[config.mk]
export PLATFORM = sky130hd
export DESIGN_NAME = div_unit_flat
export DESIGN_NICKNAME = d
export VERILOG_FILES = /design/src/rtl/riscv_pkg.sv /design/src/rtl/div_unit_if.sv /design/src/rtl/div_iter_step.sv /design/src/rtl/div_unit.sv /design/src/flat_wrapper.sv
export SDC_FILE = /design/constraint.sdc
export NUM_CORES = 1
export LEC_CHECK = 0
export CAP_MARGIN = 20
export CORE_ASPECT_RATIO = 1.1
export CORE_MARGIN = 8
export CORE_UTILIZATION = 53
export DETAILED_ROUTE_END_ITERATION = 16
export GPL_TIMING_DRIVEN = 0
export PLACE_DENSITY_LB_ADDON = 0.3
export SYNTH_ARGS = -nofsm -noshare
export SYNTH_HDL_FRONTEND = slang
export SYNTH_HIERARCHICAL = 1
export SYNTH_SLANG_ARGS = --single-unit
[constraint.sdc]
create_clock -name clk -period 5.5 [get_ports clk]
set_input_delay 0.825 -clock clk [delete_from_list [all_inputs] [get_ports clk]]
set_output_delay 0.825 -clock clk [all_outputs]
set_load 0.01 [all_outputs]
[src/rtl/riscv_pkg.sv]
// rtl/riscv_pkg.sv - shared constants, divider op encodings and divider state type
// Contents:
//   XLEN, CNT_W          operand width and iteration counter width
//   DIV_OP_*             DivOpE encodings
//   div_state_t          divider FSM states
//   op_is_signed/op_is_rem  decode helpers for DivOpE
package riscv_pkg;

  localparam int XLEN  = 32;
  localparam int CNT_W = 5;

  localparam logic [1:0] DIV_OP_DIV  = 2'b00;
  localparam logic [1:0] DIV_OP_DIVU = 2'b01;
  localparam logic [1:0] DIV_OP_REM  = 2'b10;
  localparam logic [1:0] DIV_OP_REMU = 2'b11;

  typedef enum logic [1:0] {
    ST_IDLE = 2'd0,
    ST_CALC = 2'd1,
    ST_DONE = 2'd2
  } div_state_t;

  // The low op bit marks the unsigned variants, the high bit selects remainder.
  function automatic logic op_is_signed(input logic [1:0] op);
    return ~op[0];
  endfunction

  function automatic logic op_is_rem(input logic [1:0] op);
    return op[1];
  endfunction

endpackage

[src/rtl/div_unit_if.sv]
// rtl/div_unit_if.sv - Execute-stage divider request/response bundle
// Signals:
//   DivStartE, DivOpE, SrcAE, SrcBE, RdE, FlushE   pipeline/hazard -> divider
//   DivBusy, DivDone, DivResult, DivRd             divider -> pipeline/hazard
// Modports: master (pipeline side), slave (divider side)
interface div_unit_if;
  import riscv_pkg::*;

  logic            DivStartE;
  logic [1:0]      DivOpE;
  logic [XLEN-1:0] SrcAE;
  logic [XLEN-1:0] SrcBE;
  logic [4:0]      RdE;
  logic            FlushE;
  logic            DivBusy;
  logic            DivDone;
  logic [XLEN-1:0] DivResult;
  logic [4:0]      DivRd;

  modport master (
    output DivStartE, DivOpE, SrcAE, SrcBE, RdE, FlushE,
    input  DivBusy, DivDone, DivResult, DivRd
  );

  modport slave (
    input  DivStartE, DivOpE, SrcAE, SrcBE, RdE, FlushE,
    output DivBusy, DivDone, DivResult, DivRd
  );

endinterface

[src/rtl/div_iter_step.sv]
// rtl/div_iter_step.sv - one combinational restoring-division step
// Ports:
//   i_rem       in   XLEN  partial remainder (always < i_divisor)
//   i_dvd_msb   in   1     next dividend bit shifted into the remainder
//   i_divisor   in   XLEN  divisor magnitude
//   o_next_rem  out  XLEN  partial remainder after this step
//   o_q_bit     out  1     quotient bit produced by this step
module div_iter_step
  import riscv_pkg::*;
(
  input  logic [XLEN-1:0] i_rem,
  input  logic            i_dvd_msb,
  input  logic [XLEN-1:0] i_divisor,
  output logic [XLEN-1:0] o_next_rem,
  output logic            o_q_bit
);

  logic [XLEN:0] w_shift;
  logic [XLEN:0] w_diff;

  // One extra bit keeps the shifted remainder exact; since i_rem < divisor the
  // difference's top bit is a clean borrow flag.
  assign w_shift    = {i_rem, i_dvd_msb};
  assign w_diff     = w_shift - {1'b0, i_divisor};
  assign o_q_bit    = ~w_diff[XLEN];
  assign o_next_rem = o_q_bit ? w_diff[XLEN-1:0] : w_shift[XLEN-1:0];

endmodule

[src/rtl/div_unit.sv]
// rtl/div_unit.sv - iterative radix-2 RV32M divider (DIV/DIVU/REM/REMU) in Execute
// Ports:
//   clk   in   1   rising-edge clock
//   rst   in   1   asynchronous active-high reset
//   bus   slave    div_unit_if: request (DivStartE/DivOpE/SrcAE/SrcBE/RdE/FlushE),
//                  response (DivBusy stall, DivDone pulse, DivResult, DivRd)
module div_unit
  import riscv_pkg::*;
(
  input  logic       clk,
  input  logic       rst,
  div_unit_if.slave  bus
);

  div_state_t      r_state;
  logic [CNT_W-1:0] r_cnt;
  logic [XLEN-1:0] r_dvd;      // dividend magnitude; quotient bits shift in at the LSB
  logic [XLEN-1:0] r_rem;
  logic [XLEN-1:0] r_dvs;
  logic            r_neg_q;
  logic            r_neg_r;
  logic            r_is_rem;
  logic [4:0]      r_rd_lat;
  logic [XLEN-1:0] r_result;
  logic [4:0]      r_div_rd;

  logic            w_accept;
  logic            w_signed;
  logic            w_is_rem;
  logic            w_neg_a;
  logic            w_neg_b;
  logic [XLEN-1:0] w_abs_a;
  logic [XLEN-1:0] w_abs_b;
  logic            w_div_zero;
  logic            w_overflow;
  logic [XLEN-1:0] w_fast_result;
  logic [XLEN-1:0] w_next_rem;
  logic            w_q_bit;
  logic [XLEN-1:0] w_quo_final;
  logic [XLEN-1:0] w_quo_fix;
  logic [XLEN-1:0] w_rem_fix;
  logic [XLEN-1:0] w_calc_result;

  assign w_accept = (r_state == ST_IDLE) & bus.DivStartE & ~bus.FlushE;
  assign w_signed = op_is_signed(bus.DivOpE);
  assign w_is_rem = op_is_rem(bus.DivOpE);
  assign w_neg_a  = w_signed & bus.SrcAE[XLEN-1];
  assign w_neg_b  = w_signed & bus.SrcBE[XLEN-1];
  assign w_abs_a  = w_neg_a ? -bus.SrcAE : bus.SrcAE;
  assign w_abs_b  = w_neg_b ? -bus.SrcBE : bus.SrcBE;

  assign w_div_zero = (bus.SrcBE == '0);
  assign w_overflow = w_signed & (bus.SrcAE == {1'b1, {(XLEN-1){1'b0}}}) & (bus.SrcBE == '1);

  // Divide-by-zero: q = all ones, r = A. Overflow: q = A (0x80000000), r = 0.
  assign w_fast_result = w_div_zero ? (w_is_rem ? bus.SrcAE : '1)
                                    : (w_is_rem ? '0 : bus.SrcAE);

  div_iter_step u_step (
    .i_rem      (r_rem),
    .i_dvd_msb  (r_dvd[XLEN-1]),
    .i_divisor  (r_dvs),
    .o_next_rem (w_next_rem),
    .o_q_bit    (w_q_bit)
  );

  // Final step's outputs feed the sign fix-up directly so DONE follows the last CALC cycle.
  assign w_quo_final   = {r_dvd[XLEN-2:0], w_q_bit};
  assign w_quo_fix     = r_neg_q ? -w_quo_final : w_quo_final;
  assign w_rem_fix     = r_neg_r ? -w_next_rem : w_next_rem;
  assign w_calc_result = r_is_rem ? w_rem_fix : w_quo_fix;

  always_ff @(posedge clk or posedge rst) begin
    if (rst) begin
      r_state  <= ST_IDLE;
      r_cnt    <= '0;
      r_dvd    <= '0;
      r_rem    <= '0;
      r_dvs    <= '0;
      r_neg_q  <= 1'b0;
      r_neg_r  <= 1'b0;
      r_is_rem <= 1'b0;
      r_rd_lat <= '0;
      r_result <= '0;
      r_div_rd <= '0;
    end else begin
      case (r_state)
        ST_IDLE: begin
          if (w_accept) begin
            if (w_div_zero || w_overflow) begin
              r_result <= w_fast_result;
              r_div_rd <= bus.RdE;
              r_state  <= ST_DONE;
            end else begin
              r_dvd    <= w_abs_a;
              r_dvs    <= w_abs_b;
              r_rem    <= '0;
              r_cnt    <= CNT_W'(XLEN - 1);
              r_neg_q  <= w_neg_a ^ w_neg_b;
              r_neg_r  <= w_neg_a;
              r_is_rem <= w_is_rem;
              r_rd_lat <= bus.RdE;
              r_state  <= ST_CALC;
            end
          end
        end
        ST_CALC: begin
          if (bus.FlushE) begin
            r_state <= ST_IDLE;
          end else begin
            r_rem <= w_next_rem;
            r_dvd <= w_quo_final;
            r_cnt <= r_cnt - 1'b1;
            if (r_cnt == '0) begin
              r_result <= w_calc_result;
              r_div_rd <= r_rd_lat;
              r_state  <= ST_DONE;
            end
          end
        end
        ST_DONE: r_state <= ST_IDLE;
        default: r_state <= ST_IDLE;
      endcase
    end
  end

  // Combinational so the stall lands in the accept cycle; released in DONE.
  assign bus.DivBusy   = w_accept | (r_state == ST_CALC);
  assign bus.DivDone   = (r_state == ST_DONE) & ~bus.FlushE;
  assign bus.DivResult = r_result;
  assign bus.DivRd     = r_div_rd;

endmodule

[src/flat_wrapper.sv]
// flat-port wrapper written by rule: the top's interface ports become plain ports
module div_unit_flat import riscv_pkg::*;
  (clk, rst, bus_DivStartE, bus_DivOpE, bus_SrcAE, bus_SrcBE, bus_RdE, bus_FlushE, bus_DivBusy, bus_DivDone, bus_DivResult, bus_DivRd);
  div_unit_if bus_i ();
  input  logic clk;
  input  logic rst;
  input wire logic [$bits(bus_i.DivStartE)-1:0] bus_DivStartE;
  input wire logic [$bits(bus_i.DivOpE)-1:0] bus_DivOpE;
  input wire logic [$bits(bus_i.SrcAE)-1:0] bus_SrcAE;
  input wire logic [$bits(bus_i.SrcBE)-1:0] bus_SrcBE;
  input wire logic [$bits(bus_i.RdE)-1:0] bus_RdE;
  input wire logic [$bits(bus_i.FlushE)-1:0] bus_FlushE;
  output wire logic [$bits(bus_i.DivBusy)-1:0] bus_DivBusy;
  output wire logic [$bits(bus_i.DivDone)-1:0] bus_DivDone;
  output wire logic [$bits(bus_i.DivResult)-1:0] bus_DivResult;
  output wire logic [$bits(bus_i.DivRd)-1:0] bus_DivRd;
  assign bus_i.DivStartE = bus_DivStartE;
  assign bus_i.DivOpE = bus_DivOpE;
  assign bus_i.SrcAE = bus_SrcAE;
  assign bus_i.SrcBE = bus_SrcBE;
  assign bus_i.RdE = bus_RdE;
  assign bus_i.FlushE = bus_FlushE;
  assign bus_DivBusy = bus_i.DivBusy;
  assign bus_DivDone = bus_i.DivDone;
  assign bus_DivResult = bus_i.DivResult;
  assign bus_DivRd = bus_i.DivRd;
  div_unit u_core (.clk(clk), .rst(rst), .bus(bus_i));
endmodule
==> results.tsv <==
metric	value	unit
Setup Skew	0.0108	ns
mean post-synth cell area	8.17	um2
Achievable Freq	0.177	GHz
syn_nets	1564	
Root Buffer	clkbuf_16	
#FFs+latches synth	148	
critical path class	register to register	
hold_ws	0.480	ns
share of cells above drive strength 1	0.0995	
Post-Layout Cell Count	1904	
post-DP HPWL	31300	um
Critical Path RT	5.88	ns
row count	57	
crit path DAT	6.02	ns
Reg clk slew, reported paths	0.07	ns
critical path launch point type	register	
clk buf depth	2	
DR vias	12100	
GPL Wtd Cong	1.02	
area of the mapped netlist	0.0118	mm2
unrepaired setup endpoints after global routing	yes	
# nets final	1710	
Least-Margin Pin Slew	0.994	ns
final setup fails	5	
placed cell count	1857	
Slew HR	0.337	
first-pass GRT wire length	63800	um
IO Pins	114	
status	finished with violations	
Hold Crit Class	register to register	
total track usage	0.298	
CTS buffer count	17	
total gr overflow	0	
DR WL/cell	21.7	um
CP max FO	10	
initial antenna violation count	0	
total core area	0.0220	mm2
Clock Latency Late Sink	0.43	ns
Post-synth ARST share	1.00	
Initial Utilization	0.537	
Port Buffers	112	
1st-iter DRT viols	1161	
Max Cap Viol	0	
Final period util	1.03	
Final Util	0.647	
Synth Instances	1449	
CP endpoint kind	register	
largest net degree at the start of global routing	88	
via/cell ratio	6.35	
failing checks	setup timing	
WL final	41300	um
post-route setup slack	-0.140	ns
synth-to-layout area growth	20.5	%
Slew Limit Fails	0	
sequential fraction of the synthesis area	0.313	
die extent in y	173	um
minimum clock period	5.64	ns
Primary FF master, synth	dfrtp_1	
number of global-route vias before repair	11700	
cts hold-fix bufs	0	
drt pass-1 iters	8	
H-tree Lvls	4	
Post-synth EDFFs	0	
Unique masters post-synth	83	
Power Dens Cells	781	mW/mm2
Synth warnings	6	
Setup TNS	-0.321	ns
drt drc	0	
clock sinks	148	
TritonCTS clock tree	yes	
total power	11.1	mW
Fin. Hold Viols	0	
die area	0.0274	mm2
static leakage	6.04	nW
worst vdd ir	0.693	mV
# fillers	1916	
Chip Width	158	um
antenna violation net count after detailed routing	0	
[sequential cells by signal, indices dropped and copies added (netlist names)]
signal / cells
u_core/bus.DivResult: 32
u_core/r_dvd: 32
u_core/r_dvs: 32
u_core/r_rem: 32
u_core/bus.DivRd: 5
u_core/r_cnt: 5
u_core/r_rd_lat: 5
u_core/r_state: 2
u_core/r_is_rem: 1
u_core/r_neg_q: 1
u_core/r_neg_r: 1
[area by class of cell]
cell class / instances / area, um2 / area share
Inverter: 55 / 219 / 0.0154
Clock inverter: 15 / 160 / 0.0112
Multi-Input combinational cell: 1156 / 7660 / 0.537
Clock buffer: 17 / 425 / 0.0298
Timing Repair Buffer: 130 / 1280 / 0.0897
Sequential cell: 148 / 3700 / 0.260
Tap cell: 295 / 369 / 0.0259
Antenna cell: 1 / 2.50 / 0.000175
Buffer: 87 / 444 / 0.0311
[through the flow]
stage          setup WS [ns]  cell area (um2)
5_1_grt               -0.218            14300
2_1_floorplan          0.110            11800
4_1_cts               -0.130            14100
3_5_place_dp          -0.867            13400
6_report              -0.140            14300
3_3_place_gp           -1.52            13300
[cells in the mapped netlist (26+ instances only)]
master / count / area (um2)
o31ai_1: 33 / 248
inv_1: 54 / 203
xnor2_1: 66 / 578
a21oi_1: 103 / 515
o21ai_0: 142 / 711
o211ai_1: 26 / 195
dfrtp_1: 148 / 3700
nand3_1: 28 / 140
ha_1: 39 / 488
xor2_1: 77 / 674
clkbuf_1: 65 / 244
nor2_1: 113 / 424
nand2_1: 191 / 717
[worst paths after layout]
check | start | end | slack, ns | depth (start not counted)
max in group asynchronous | rst | u_core/r_dvs[10] | 3.82 | 3
min reg2reg | u_core/bus.DivResult[7] | u_core/bus.DivResult[7] | 0.48 | 1
min | u_core/bus.DivResult[7] | u_core/bus.DivResult[7] | 0.48 | 1
max reg2reg | u_core/r_dvs[0] | u_core/bus.DivResult[23] | -0.14 | 19
min in group asynchronous | rst | u_core/r_dvd[13] | 0.84 | 2
max | u_core/r_dvs[0] | u_core/bus.DivResult[23] | -0.14 | 19
[critical path: stages (launching register included)]
cell and delay [ns]:
dfrtp_1 0.41, ha_4 0.19, fa_2 0.39, and2b_2 0.26, o2111ai_4 0.14, a21oi_4 0.24
o2111ai_4 0.18, a211oi_2 0.33, nor2_4 0.09, mux2i_4 0.31, and2_4 0.27, inv_8 0.06
buf_12 0.15, mux2_4 0.30, or4_1 0.51, or4_4 0.56, o41ai_4 0.28, xor2_2 0.16
a222oi_1 0.52, mux2_4 0.24
[what timing repair did]
action | 4_1_cts | 5_1_grt
endpoints found under the setup margin | 21 | 16
buffers inserted | 9 | 8
pin swaps | 17 | 40
gates resized for setup | 19 | 30
[cells by family (layout without fill, tap and decap cells)]
group           Yosys count  count (layout)  synth area share
simple gates            474             474             0.187
buf+inv                 145             304            0.0584
fa+ha+maj                40              40            0.0429
other cells               0               1                 0
flops                   148             148             0.313
compound gates          450             450             0.241
xor+xnor                143             143             0.106
mux                      49              49            0.0522
[metal layers]
layer	vias up	share of wire	GRT usage	routed length [um]
met5	-	0	0	0
li1	5507	-	-	-
met2	723	0.47	0.486	19400
met4	0	0.069	0.195	2850
met3	172	0.092	0.0579	3790
met1	5696	0.37	0.349	15200
[power by group]
group / leakage [nW] / switching, mW / internal [mW] / total [mW]
registers: 1.82 / 0.434 / 1.57 / 2.00
logic: 3.93 / 4.76 / 3.19 / 7.95
clock network: 0.287 / 0.543 / 0.644 / 1.19
[cell usage in the layout (no fill, tap or decap), drive strengths merged, types with 37 or more instances in the layout]
master / count
ha: 39
buf: 37
inv: 64
nor2: 114
clkdlybuf4s50: 113
nand2: 191
clkbuf: 83
xor2: 77
xnor2: 66
a21oi: 105
dfrtp: 148
o21ai: 153
No activity file was read; power rests on OpenSTA's default activity.
